**src/rtl/spi_pkg.sv**
```systemverilog
// Shared definitions for the SPI secondary (receive and transmit) blocks.
package spi_pkg;

  // Default number of bits per SPI word.
  localparam int SPI_WORD_WIDTH = 8;

  // Flip-flops in each pin synchronizer chain.
  localparam int SPI_SYNC_STAGES = 2;

  // Transmitter framing state: IDLE while cs is high, ACTIVE while a frame is open.
  typedef enum logic {
    IDLE,
    ACTIVE
  } tx_state_t;

endpackage

```
**src/rtl/spi_pin_sync.sv**
```systemverilog
// Brings one asynchronous SPI pin into the clk domain and flags its edges.
// A pin transition shows up as a one-cycle rise/fall pulse three clk edges later.
module spi_pin_sync
  import spi_pkg::*;
#(
  parameter int   STAGES      = SPI_SYNC_STAGES,
  parameter logic RESET_LEVEL = 1'b0
) (
  input  logic clk,
  input  logic rst_n,
  input  logic pin,
  output logic rise,
  output logic fall
);

  logic [STAGES-1:0] sync_reg;
  logic              prev_reg;
  logic              rise_reg;
  logic              fall_reg;

  // Synchronizer chain, then a registered comparison against the previous level.
  always_ff @(posedge clk or negedge rst_n) begin
    if (!rst_n) begin
      sync_reg <= {STAGES{RESET_LEVEL}};
      prev_reg <= RESET_LEVEL;
      rise_reg <= 1'b0;
      fall_reg <= 1'b0;
    end else begin
      sync_reg <= {sync_reg[STAGES-2:0], pin};
      prev_reg <= sync_reg[STAGES-1];
      rise_reg <= sync_reg[STAGES-1] && !prev_reg;
      fall_reg <= !sync_reg[STAGES-1] && prev_reg;
    end
  end

  assign rise = rise_reg;
  assign fall = fall_reg;

endmodule

```
**src/rtl/spi_secondary_tx.sv**
```systemverilog
// SPI mode-0 secondary transmitter, MSB first, fed through a one-word buffer.
// The next word is loaded on the first falling sck after a word completes, so
// back-to-back words need no gap; an empty buffer at that moment sends FILL_WORD.
module spi_secondary_tx
  import spi_pkg::*;
#(
  parameter int                    WORD_WIDTH = SPI_WORD_WIDTH,
  parameter logic [WORD_WIDTH-1:0] FILL_WORD  = '0,
  parameter logic                  IDLE_LEVEL = 1'b1
) (
  input  logic                  clk,
  input  logic                  rst_n,
  input  logic                  sck,
  input  logic                  cs,
  input  logic [WORD_WIDTH-1:0] data_in,
  input  logic                  data_valid,
  output logic                  data_ready,
  output logic                  miso,
  output logic                  word_sent,
  output logic                  underrun
);

  localparam int CNT_W = $clog2(WORD_WIDTH + 1);

  logic sck_rise, sck_fall;
  logic cs_rise, cs_fall;

  spi_pin_sync #(.STAGES(SPI_SYNC_STAGES), .RESET_LEVEL(1'b0)) u_sck_sync (
    .clk   (clk),
    .rst_n (rst_n),
    .pin   (sck),
    .rise  (sck_rise),
    .fall  (sck_fall)
  );

  spi_pin_sync #(.STAGES(SPI_SYNC_STAGES), .RESET_LEVEL(1'b1)) u_cs_sync (
    .clk   (clk),
    .rst_n (rst_n),
    .pin   (cs),
    .rise  (cs_rise),
    .fall  (cs_fall)
  );

  tx_state_t             state;
  logic [WORD_WIDTH-1:0] shift_reg;
  logic [WORD_WIDTH-1:0] buf_reg;
  logic                  buf_full;
  logic [CNT_W-1:0]      bit_cnt;
  logic                  reload;
  logic                  miso_reg;
  logic                  word_sent_reg;
  logic                  underrun_reg;
  logic [WORD_WIDTH-1:0] next_word;

  // Word to load at the next load point: buffered data, or the fill pattern.
  assign next_word = buf_full ? buf_reg : FILL_WORD;

  // Handshake buffer, framing FSM and shifter with registered outputs.
  always_ff @(posedge clk or negedge rst_n) begin
    if (!rst_n) begin
      state         <= IDLE;
      shift_reg     <= '0;
      buf_reg       <= '0;
      buf_full      <= 1'b0;
      bit_cnt       <= '0;
      reload        <= 1'b0;
      miso_reg      <= IDLE_LEVEL;
      word_sent_reg <= 1'b0;
      underrun_reg  <= 1'b0;
    end else begin
      word_sent_reg <= 1'b0;
      underrun_reg  <= 1'b0;

      // Accept only while empty; a load below never coincides with this.
      if (data_valid && !buf_full) begin
        buf_reg  <= data_in;
        buf_full <= 1'b1;
      end

      case (state)
        IDLE: begin
          miso_reg <= IDLE_LEVEL;
          if (cs_fall) begin
            shift_reg <= next_word;
            miso_reg  <= next_word[WORD_WIDTH-1];
            if (buf_full) buf_full <= 1'b0;
            else          underrun_reg <= 1'b1;
            bit_cnt <= '0;
            reload  <= 1'b0;
            state   <= ACTIVE;
          end
        end

        ACTIVE: begin
          if (sck_rise) begin
            if (bit_cnt == CNT_W'(WORD_WIDTH - 1)) begin
              bit_cnt       <= '0;
              word_sent_reg <= 1'b1;
              reload        <= 1'b1;
            end else begin
              bit_cnt <= bit_cnt + CNT_W'(1);
            end
          end else if (sck_fall && !cs_rise) begin
            if (reload) begin
              shift_reg <= next_word;
              miso_reg  <= next_word[WORD_WIDTH-1];
              if (buf_full) buf_full <= 1'b0;
              else          underrun_reg <= 1'b1;
              reload <= 1'b0;
            end else begin
              shift_reg <= shift_reg << 1;
              miso_reg  <= shift_reg[WORD_WIDTH-2];
            end
          end

          // Frame end discards any partial word; the buffer is kept.
          if (cs_rise) begin
            miso_reg <= IDLE_LEVEL;
            bit_cnt  <= '0;
            reload   <= 1'b0;
            state    <= IDLE;
          end
        end

        default: state <= IDLE;
      endcase
    end
  end

  assign data_ready = !buf_full;
  assign miso       = miso_reg;
  assign word_sent  = word_sent_reg;
  assign underrun   = underrun_reg;

endmodule

```
**config.mk**
```make
export PLATFORM = sky130hd
export DESIGN_NAME = spi_secondary_tx
export DESIGN_NICKNAME = d
export VERILOG_FILES = /design/src/rtl/spi_pkg.sv /design/src/rtl/spi_pin_sync.sv /design/src/rtl/spi_secondary_tx.sv
export SDC_FILE = /design/constraint.sdc
export NUM_CORES = 1
export LEC_CHECK = 0
export BUFFER_PORTS_ARGS = -buffer_cell sky130_fd_sc_hd__buf_2
export CAP_MARGIN = 40
export CORE_ASPECT_RATIO = 1.75
export CORE_MARGIN = 4
export CORE_UTILIZATION = 53
export DETAILED_ROUTE_END_ITERATION = 16
export PLACE_DENSITY = 0.7
export SYNTH_ARGS = -nofsm -noshare
export SYNTH_HDL_FRONTEND = slang
export SYNTH_SLANG_ARGS = --single-unit
```
**constraint.sdc**
```tcl
create_clock -name clk -period 2.7 [get_ports clk]
set_input_delay 0.405 -clock clk [delete_from_list [all_inputs] [get_ports clk]]
set_output_delay 0.405 -clock clk [all_outputs]
set_load 0.1 [all_outputs]
```
=== Word level (Yosys, flattened, before mapping) ===
Cells that the tools add are included.

* $add $sub $neg: 1
* Equality and inequality tests: 9
* Muxes and demuxes: 42
* Bitwise operators: 1
* Reductions and logical operators: 16

{| class="wikitable"
|+ Operators by type and width
! cell !! number
|-
| $mux 7 || 4
|-
| $mux 1 || 26
|-
| $mux 4 || 4
|-
| $pmux 7 s2 || 1
|-
| $pmux 1 s2 || 5
|-
| $mux 8 || 1
|-
| $pmux 4 s2 || 1
|-
| $logic_and 1x1->1 || 6
|-
| $logic_not 1->1 || 6
|-
| $ne 3x1->1 const B || 2
|-
| $reduce_and 3->1 || 2
|-
| $add 4x1->4 const B || 1
|-
| $eq 4x3->1 const B || 1
|-
| $ne 2x1->1 const B || 2
|-
| $ne 4x1->1 const B || 1
|-
| $ne 4x3->1 const B || 1
|-
| $reduce_and 2->1 || 2
|-
| $ne 3x2->1 const B || 1
|-
| $ne 2x2->1 const B || 1
|-
| $not 1->1 || 1
|}

* Flip-flop bits (word level): 35
* Input port bits: 13
* Output and inout port bits: 4
* Word-level logic and storage cells: 86

=== Depth between registers and ports, before layout ===
Gate-level depths: netlist of the first run.

* Depth in word-level cells: 8
* Mapped depth: 4
* Gate-level depth less buffers: 4

=== Cells and area by module ===
A second synthesis of the first run with hierarchy kept.

* Cell total of the unflattened synthesis: 119
* Area total of the unflattened synthesis: 1490.2 um2

{| class="wikitable"
|+ By module, submodules not included
! module !! times used !! cells an instance !! area each (um2) !! seq. area each (um2)
|-
| spi_secondary_tx || 1 || 105 || 1206.2 || 626.9
|-
| spi_pin_sync (u_cs_sync) || 1 || 7 || 143.9 || 128.9
|-
| spi_pin_sync (u_sck_sync) || 1 || 7 || 140.1 || 125.1
|}

=== Least setup slack after synthesis of the first run ===
No wires, ideal clock.

* Kind: register -> output
* From: register buf_full
* To: output port data_ready
* Arrival: 1.172 ns
* Data required time: 2.295 ns
* Slack: 1.123 ns
* Cell stages (with the launch flop): 3
* Path buffers: 1
* Cell sequence: dfrtp_1 clkbuf_1 inv_1

* Cells in the longest elaborated chain, start to end: 1

{| class="wikitable"
|+ RTL lines
! element !! RTL line !! source
|-
| start: declaration || spi_secondary_tx.sv:47 || <nowiki>logic buf_full;</nowiki>
|-
| start signal: assignment || spi_secondary_tx.sv:64 || <nowiki>buf_full <= 1'b0;</nowiki>
|-
| start signal: assignment || spi_secondary_tx.sv:77 || <nowiki>buf_full <= 1'b1;</nowiki>
|-
| start signal: assignment || spi_secondary_tx.sv:86 || <nowiki>if (buf_full) buf_full <= 1'b0;</nowiki>
|-
| $logic_not 1->1 || spi_secondary_tx.sv:130 || <nowiki>assign data_ready = !buf_full;</nowiki>
|-
| end: declaration || spi_secondary_tx.sv:17 || <nowiki>output logic data_ready,</nowiki>
|}

Every way passes these cells.

=== Final worst setup path of the first run ===
Same ends and word-level chain as after synthesis.

==> metrics.md, run 1 <==
| Metric | Value |
|---|---|
| Ys Warns | `0` |
| Filler Cell Count | `227` |
| Die X | `48.05 um` |
| Gate power share | `24.4%` |
| Pre-CTS setup slack | `0.9952 ns` |
| Drt via density | `5.725` |
| Synthesized cell area | `1488 um^2` |
| Crit Path Max Fanout | `12` |
| Setup slack, reg-to-reg | `1.01 ns` |
| Gr usage total | `17.49%` |
| Max Fclk | `579.7 MHz` |
| Mean Syn Cell Area | `12.29 um^2` |
| Fin nets | `153` |
| Dpl hpwl | `1786 um` |
| Gpl congestion | `0.8311` |
| Grt total ovfl | `0` |
| Clk Latency, worst-skew pair | `0.29 ns` |
| DR vias | `956` |
| Crit path DAT | `1.32 ns` |
| CTS tree | `done` |
| Shortest period the worst path allows | `1.725 ns` |
| Clk slew on worst S/H paths | `0.07 ns` |
| Layout cells sized above 1 | `32.86%` |
| Post-synth top cells | `31 x dfrtp_1, 15 x mux2_2, 10 x nand2_1, 10 x o21ai_0, 9 x nand3b_1` |
| Synth area leader | `dfrtp_1` |
| Post-CTS sizing | `0` |
| Pwr/cell area | `975.5 nW/um^2` |
| Row count | `25` |
| Number of max-slew violations in the final report | `0` |
| Max IR drop VDD | `0.5355 mV` |
| Setup violations, final | `0` |
| Top-count cell post-synth | `dfrtp_1` |
| Cts hold-fix bufs | `0` |
| Core area | `2690 um^2` |
| Post-synth EDFFs | `0` |
| Synthesized net count | `135` |
| Asr flop ratio synth | `100.0%` |
| Worst Path Required | `2.30 ns` |
| Worst Setup End Kind | `output pin` |
| Path depth of the worst reg2reg path | `2` |
| CTS root buf | `clkbuf_8` |
| Seq/Total Area, Yosys | `59.21%` |
| Endpoints failing hold | `0` |
| NetSw | `513.2 uW` |
| Crit start category | `register` |
| Tightest Pin Transition | `0.7418 ns` |
| Top post-synthesis cells by area | `dfrtp_1 52%, mux2_2 11%, dfstp_2 7.1%` |
| Antenna violations before repair | `0` |
| Fin util | `62.98%` |
| Min setup slack post-route | `0.9750 ns` |
| Number of buffers created by CTS | `5` |
| Count of cell types in the netlist | `31` |
| Full die area | `3752 um^2` |
| Skew final | `0.006852 ns` |
| RSZ-0062 raised after global routing | `no` |
| R2R Path Start | `buf_full` |
| Setup tns final | `0 ns` |
| Int Pwr | `1.139 mW` |
| WL/cell | `14.99 um` |
| Max-slew headroom | `50.44%` |
| Chip height | `78.09 um` |
| Port Buffers | `16` |
| Iteration-0 DRC Markers | `17` |
| Worst Hold Class | `in2async` |
| Synthesis-to-layout area growth | `13.88%` |
| Largest net degree at the start of global routing | `36` |
| Final Cycle Share | `63.89%` |
| Max cap viols | `0` |
| # IOs | `17` |
| Starting Density | `55.30%` |
| Post-synth top area share | `52.14%` |
| Critical Setup Path Class | `reg2out` |
| Most used DFF post-synth | `dfrtp_1` |
| Leak | `0.7770 nW` |
| Max reg flops | `8` |
| Seq pwr share | `46.5%` |
| Status | `completed` |
| Antenna Diode Count | `0` |
| Reg2Reg Capture Point | `buf_reg[3]` |
| CTS Buffer Depth | `2` |
| Clk sinks | `35` |
| Post-route ant nets | `0` |
| Clock Power Share | `29.1%` |
| First-pass GRT wire length | `4616 um` |
| Drt total wl | `2503 um` |
| Pre-Repair DR Iteration Count | `4` |
| Setup bufs post-CTS | `0` |
| Switching part of the total | `31.05%` |
| Flops & latches, synth | `35` |
| Vias in the first global route | `1045` |
| H-tree depth | `2` |
| Residual DRC count | `0` |
| Gate Count Post-Synth | `121` |
-- critical path, cell delays in order (launching register included) --
cell	delay, ns
dfrtp_1	0.52
inv_1	0.09
buf_2	0.42
-- metrics by stage --
| stage | hold WS [ns] | cell area, um^2 | instances | total power [mW] |
|---|---|---|---|---|
| floorplan | 0.1094 | 1488 | 121 | 1.097 |
| global placement | 0.3337 | 1577 | 159 | 1.167 |
| detailed placement | 0.3379 | 1577 | 159 | 1.187 |
| CTS | 0.1969 | 1694 | 167 | 1.680 |
| global route | 0.1998 | 1694 | 167 | 1.773 |
| finish | 0.1721 | 1694 | 167 | 1.653 |
-- cell usage in the layout, fill, tap and decap left out, drive strengths merged, types with 2 or more instances in the layout --
master and instances:
a21oi 2, buf 16, clkbuf 6, dfrtp 31, dfstp 4, inv 2, mux2 15, nand2 10
nand2b 3, nand3b 9, nor2 4, nor2b 8, nor3b 2, o21ai 10, o31ai 2
-- power by group through the flow --
stage | logic (mW) | registers [mW] | clock network, mW
floorplan | 0.324 | 0.773 | 0
global placement | 0.394 | 0.773 | 0
detailed placement | 0.407 | 0.780 | 0
finish | 0.403 | 0.769 | 0.481
CTS | 0.410 | 0.771 | 0.499
global route | 0.458 | 0.790 | 0.524
-- area by class of cell --
type | instances | area [um^2] | area share (%)
Sequential cell | 35 | 880.8 | 51.99
Timing Repair Buffer | 16 | 80.08 | 4.727
Clock inverter | 2 | 35.03 | 2.068
Inverter | 2 | 7.507 | 0.4431
Multi-Input combinational cell | 79 | 574.3 | 33.90
Clock buffer | 6 | 82.58 | 4.874
Tap cell | 27 | 33.78 | 1.994
-- cells by family (layout without fill, tap and decap cells) --
family,count (synthesis),after routing,synth area share (%)
AOI/OAI and AO/OA,20,20,9.000
xor gates and xnor gates,1,1,0.5888
adders and majority gates,1,1,0.8409
buffers and inverters,7,26,2.187
DFF,35,35,59.21
muxes,16,16,12.03
and+or+nand+nor,41,41,16.15
-- worst max path at each step --
stage,startpoint,end,depth (start not counted)
6_report,buf_full,data_ready,2
5_1_grt,state,shift_reg[3],3
4_1_cts,buf_full,data_ready,2
3_5_place_dp,buf_full,buf_reg[3],2
3_3_place_gp,buf_full,buf_reg[4],2
2_1_floorplan,buf_full,data_ready,2
-- layer usage --
metal  track usage (%)  up-vias  part of all wire [%]
li1                  -      452                     -
met1             20.34      472                    40
met2             27.19       25                    52
met3             5.046        7                   4.7
met4             9.973        0                   3.6
met5                 0        -                     0
(Power assumes the default switching activity.)
==> inputs of run 2 (changes only) <==
- clock period: 2.7 -> 1.7 ns (I/O delays scaled with it)
==> metrics.md, run 2 (synthesized netlist as in run 1, its figures left out) <==
| Metric | Value |
|---|---|
| Pre-CTS setup slack | `0.2404 ns (-0.7549 ns)` |
| Max reg flops | `8 (unchanged)` |
| Number of max-slew violations in the final report | `0 (unchanged)` |
| Buffers plus inverters on the worst setup path | `1 (-1)` |
| Skew final | `0.01069 ns (+0.003840 ns)` |
| Clk sinks | `35 (unchanged)` |
| Gpl congestion | `0.8630 (+3.8%)` |
| Overall power | `2.638 mW (+60%)` |
| Starting Density | `55.30% (unchanged)` |
| CTS tree | `done` |
| Vias in the first global route | `1002 (-4.1%)` |
| Critical Setup Path Class | `reg2out` |
| Setup violations, final | `0 (unchanged)` |
| Post-route ant nets | `0 (unchanged)` |
| Worst Hold Class | `in2async` |
| Gr usage total | `17.32% (-0.17 points)` |
| Worst Path Required | `1.44 ns (-0.86 ns)` |
| Fin nets | `158 (+3.3%)` |
| Max-slew headroom | `50.82% (+0.38 points)` |
| Endpoints failing hold | `0 (unchanged)` |
| First-pass GRT wire length | `4498 um (-2.6%)` |
| Tightest Pin Transition | `0.7377 ns (-0.004177 ns)` |
| Largest net degree at the start of global routing | `36 (unchanged)` |
| Status | `completed` |
| CP top delay family | `flip-flops` |
| Max Fclk | `669.3 MHz` |
| Iteration-0 DRC Markers | `13 (-4)` |
| Commonest cells after routing, fill and taps aside | `31 x dfrtp_1, 16 x buf_2, 15 x mux2_2, 10 x nand2_1, 10 x o21ai_0` |
| Dpl hpwl | `1851 um (+3.6%)` |
| Core area | `2690 um^2 (unchanged)` |
| Die X | `48.05 um (unchanged)` |
| Full die area | `3752 um^2 (unchanged)` |
| RSZ-0062 raised after global routing | `no` |
| Leak | `0.7993 nW (+2.9%)` |
| Antenna violations before repair | `0 (unchanged)` |
| Clk slew on worst S/H paths | `0.08 ns (about the same)` |
| Drt via density | `5.570 (-2.7%)` |
| Chip height | `78.09 um (unchanged)` |
| Worst Setup End Kind | `output pin` |
| Crit path DAT | `1.24 ns (-0.08 ns)` |
| Min setup slack post-route | `0.2058 ns (-0.7691 ns)` |
| Final Cycle Share | `87.89%` |
| Commonest non-fill, non-tap cell in the layout | `dfrtp_1` |
| Setup tns final | `0 ns (unchanged)` |
| Crit start category | `register` |
| Max IR drop VDD | `1.165 mV (+120%)` |
| Worst-path cell chain | `buf_2` |
| Pwr/cell area | `1528 nW/um^2 (+57%)` |
| Setup bufs post-CTS | `0 (unchanged)` |
| CTS root buf | `clkbuf_8` |
| WL/cell | `14.80 um (-1.2%)` |
| Row count | `25 (unchanged)` |
| Slowest CP cell | `dfstp_2` |
| Pre-Repair DR Iteration Count | `4 (unchanged)` |
| Residual DRC count | `0 (unchanged)` |
| Number of buffers created by CTS | `5 (unchanged)` |
| CTS Buffer Depth | `2 (unchanged)` |
| Max cap viols | `0 (unchanged)` |
| Cts hold-fix bufs | `0 (unchanged)` |
| Layout cells sized above 1 | `35.17% (+2.3 points)` |
| Grt total ovfl | `0 (unchanged)` |
| Port Buffers | `16 (unchanged)` |
| Largest stage delay, worst path | `0.53 ns (about the same)` |
| Post-CTS sizing | `0 (unchanged)` |
| Clk Latency, worst-skew pair | `0.29 ns (about the same)` |
| H-tree depth | `2 (unchanged)` |
| Drt total wl | `2546 um (+1.7%)` |
| Synthesis-to-layout area growth | `16.06%` |
| Antenna Diode Count | `0 (unchanged)` |
| DR vias | `958 (+0.21%)` |
| Shortest period the worst path allows | `1.494 ns` |
| # IOs | `17 (unchanged)` |
| Crit Path Max Fanout | `2 (-10)` |
## run 2: cell types whose count changed in the layout (fill, tap and decap cells not counted)
cell,before,now
clkbuf_8,6,5
buf_4,0,5
clkinv_4,0,1
## run 2: through the flow
step	hold WS, ns	util [%]	std cells	instance area, um^2
after floorplan	-0.04059	-	121	1488
after global routing	0.05522	64.19	172	1727
final	0.01786	64.19	172	1727
after global placement	0.3329	60.00	164	1614
after detailed placement	0.3411	60.00	164	1614
after CTS	0.04152	64.19	172	1727
## run 2: final timing paths
check,startpoint,endpoint,slack (ns),cells after the start
setup / recovery,miso,miso,0.21,1
hold / removal,rst_n,bit_cnt[1],0.02,1
setup reg to reg,state,shift_reg[5],0.22,3
hold reg to reg,u_sck_sync.sync_reg[0],u_sck_sync.sync_reg[1],0.35,0
max in group asynchronous,rst_n,shift_reg[6],1.20,1
min in group clk,cs,u_cs_sync.sync_reg[0],0.06,1
## run 2: worst register-to-register path, delay by kind of cell (launching register included)
family           cells  cell delay, ns
AND/OR/NAND/NOR      1            0.42
multiplexers         1            0.29
flip-flops           1            0.48
AO/OA/AOI/OAI        1            0.17
## run 2: layout make-up
cell class                      count  area [um^2]
Timing Repair Buffer               21        117.6
Multi-Input combinational cell     79        574.3
Tap cell                           27        33.78
Fill cell                         219        963.4
Inverter                            2        7.507
Sequential cell                    35        880.8
Clock inverter                      3        43.79
Clock buffer                        5        68.82
## run 2: where the power goes
part	total, mW	internal (mW)	leakage, nW	switching [mW]
Combinational	0.717	0.311	0.309	0.405
Clock	0.736	0.436	0.0581	0.300
Sequential	1.19	1.06	0.432	0.127
## run 2: routing by layer
layer	GRT usage, %	vias up	share of wire (%)
li1	-	466	-
met1	19.91	467	40
met2	27.32	19	53
met3	5.046	6	4.3
met4	9.434	0	2.8
met5	0	-	0
==> inputs of run 3 (changes only) <==
- clock period: 1.7 -> 1.43 ns (I/O delays scaled with it)
==> metrics.md, run 3 (synthesized netlist as in run 1, its figures left out) <==
| Metric | Value |
|---|---|
| First-pass GRT wire length | `4443 um (-1.2%)` |
| Setup violations, final | `0 (unchanged)` |
| Vias in the first global route | `1061 (+5.9%)` |
| Starting Density | `55.30% (unchanged)` |
| Setup slack, reg-to-reg | `0.05 ns (-0.17 ns)` |
| Pre-Repair DR Iteration Count | `4 (unchanged)` |
| Tightest Pin Transition | `0.4864 ns (-0.2513 ns)` |
| Worst Hold Class | `in2reg` |
| Antenna Diode Count | `0 (unchanged)` |
| Post-route ant nets | `0 (unchanged)` |
| Antenna violations before repair | `0 (unchanged)` |
| Number of max-slew violations in the final report | `0 (unchanged)` |
| Worst Path Required | `1.60 ns (+0.16 ns)` |
| Worst Hold Slack | `0.02745 ns (+0.009592 ns)` |
| Critical Setup Path Class | `reg2reg` |
| Max IR drop VDD | `1.390 mV (+19%)` |
| Filler Cell Count | `227 (+3.7%)` |
| Commonest non-fill, non-tap cell in the layout | `dfrtp_1` |
| Drt via density | `5.596 (+0.46%)` |
| Pwr/cell area | `1713 nW/um^2 (+12%)` |
| Crit Path Max Fanout | `7 (+5)` |
| Crit start category | `register` |
| Pre-CTS setup slack | `0.06809 ns (-0.1723 ns)` |
| Iteration-0 DRC Markers | `27 (+14)` |
| Overall power | `3.046 mW (+15%)` |
| CTS tree | `done` |
| Grt total ovfl | `0 (unchanged)` |
| Crit path DAT | `1.55 ns (+0.31 ns)` |
| Shortest period the worst path allows | `1.384 ns` |
| Largest stage delay, worst path | `0.44 ns (-0.09 ns)` |
| Path depth of the worst reg2reg path | `3 (unchanged)` |
| Slowest CP cell | `dfrtp_2` |
| Commonest cells after routing, fill and taps aside | `30 x dfrtp_1, 15 x mux2_2, 14 x buf_2, 10 x nand2_1, 10 x o21ai_0` |
| Layout cells sized above 1 | `36.42% (+1.3 points)` |
| Hold Path Stages | `1` |
| CTS root buf | `clkbuf_8` |
| Setup tns final | `0 ns (unchanged)` |
| Chip height | `78.09 um (unchanged)` |
| WL/cell | `14.52 um (-1.9%)` |
| Row count | `25 (unchanged)` |
| CP top delay family | `flip-flops` |
| DP Area | `1674 um^2 (+3.7%)` |
| Worst Setup End Kind | `register` |
| Gpl congestion | `0.8479 (-1.7%)` |
| Clk sinks | `35 (unchanged)` |
| Reg2Reg Capture Point | `shift_reg[0]` |
| Drt total wl | `2584 um (+1.5%)` |
| Die X | `48.05 um (unchanged)` |
| Clk Latency, worst-skew pair | `0.28 ns (about the same)` |
| Placed Cells | `168 (+2.4%)` |
| Clk slew on worst S/H paths | `0.07 ns (about the same)` |
| Status | `completed` |
| Fin cells | `178 (+3.5%)` |
| Port Buffers | `16 (unchanged)` |
| Largest net degree at the start of global routing | `36 (unchanged)` |
| Max reg flops | `8 (unchanged)` |
| Leak | `0.8236 nW (+3.0%)` |
| Skew final | `0.006398 ns (-0.004294 ns)` |
| Worst hold start | `cs` |
| R2R Path Start | `state` |
| Max-slew headroom | `67.80% (+17 points)` |
| Min setup slack post-route | `0.04593 ns (-0.1599 ns)` |
| Fin nets | `164 (+3.8%)` |
| Residual DRC count | `0 (unchanged)` |
| Worst-path cell chain | `nor2b_1 -> a21oi_4 -> mux2_2` |
| # IOs | `17 (unchanged)` |
| Buffers plus inverters on the worst setup path | `0 (-1)` |
| Endpoints failing hold | `0 (unchanged)` |
| Fin util | `66.09% (+1.9 points)` |
| H-tree depth | `2 (unchanged)` |
| DR vias | `996 (+4.0%)` |
| Dpl hpwl | `1858 um (+0.38%)` |
| Hold Path Sink | `u_cs_sync.sync_reg[0]` |
| CTS Buffer Depth | `2 (unchanged)` |
| Core area | `2690 um^2 (unchanged)` |
| Cell area after layout | `1778 um^2 (+3.0%)` |
| Max cap viols | `0 (unchanged)` |
| Max Fclk | `722.5 MHz` |
| Final Cycle Share | `96.79%` |
| Full die area | `3752 um^2 (unchanged)` |
| Number of buffers created by CTS | `5 (unchanged)` |
| Gr usage total | `16.77% (-0.55 points)` |
| Synthesis-to-layout area growth | `19.51%` |
[run 3: changes by cell type in the layout (fill, tap and decap cells not counted), moves of 2 or more]
cell | previous run | this run
clkbuf_1 | 0 | 2
buf_2 | 16 | 14
buf_4 | 5 | 9
buf_12 | 0 | 2
[run 3: routing by layer]
layer | wire [um] | part of all wire (%) | GRT usage (%) | vias to the layer above
li1 | - | - | - | 475
met1 | 1003 | 39 | 18.31 | 487
met2 | 1390 | 54 | 27.45 | 27
met3 | 120 | 4.6 | 4.817 | 7
met4 | 70 | 2.7 | 8.895 | 0
met5 | 0 | 0 | 0 | -
[run 3: worst max path at each step]
stage / from / endpoint / cells past startpoint
after floorplan: buf_full / data_ready / 2
after global routing: state / shift_reg[2] / 3
final: state / shift_reg[0] / 3
after global placement: state / shift_reg[4] / 3
after CTS: state / shift_reg[0] / 4
after detailed placement: state / shift_reg[5] / 3
[run 3: what timing repair did]
action | 4_1_cts | 5_1_grt
endpoints found under the hold margin | 31 | 0
hold buffers | 1 | 0
resized for setup | 0 | 2
setup buffers | 0 | 1
endpoints found under the setup margin | 0 | 7
[run 3: worst reg2reg max path, cell delays in order (launching register included)]
cell,delay (ns)
dfrtp_2,0.44
nor2b_1,0.19
a21oi_4,0.26
mux2_2,0.37
[run 3: where the power goes]
group | internal, mW | switching (mW) | total, mW
clock network | 0.341 | 0.322 | 0.663
logic | 0.469 | 0.506 | 0.975
registers | 1.26 | 0.148 | 1.41
total | 2.07 | 0.976 | 3.05
[run 3: area by class of cell]
cell class	instances	area (um^2)	share of cell area, %
clock inverters	1	5.005	0.2815
inverters	2	7.507	0.4222
well taps	27	33.78	1.900
flip-flops and latches	35	882.1	49.61
clock buffers	7	76.32	4.293
multi-input cells	79	574.3	32.30
repair buffers	27	198.9	11.19
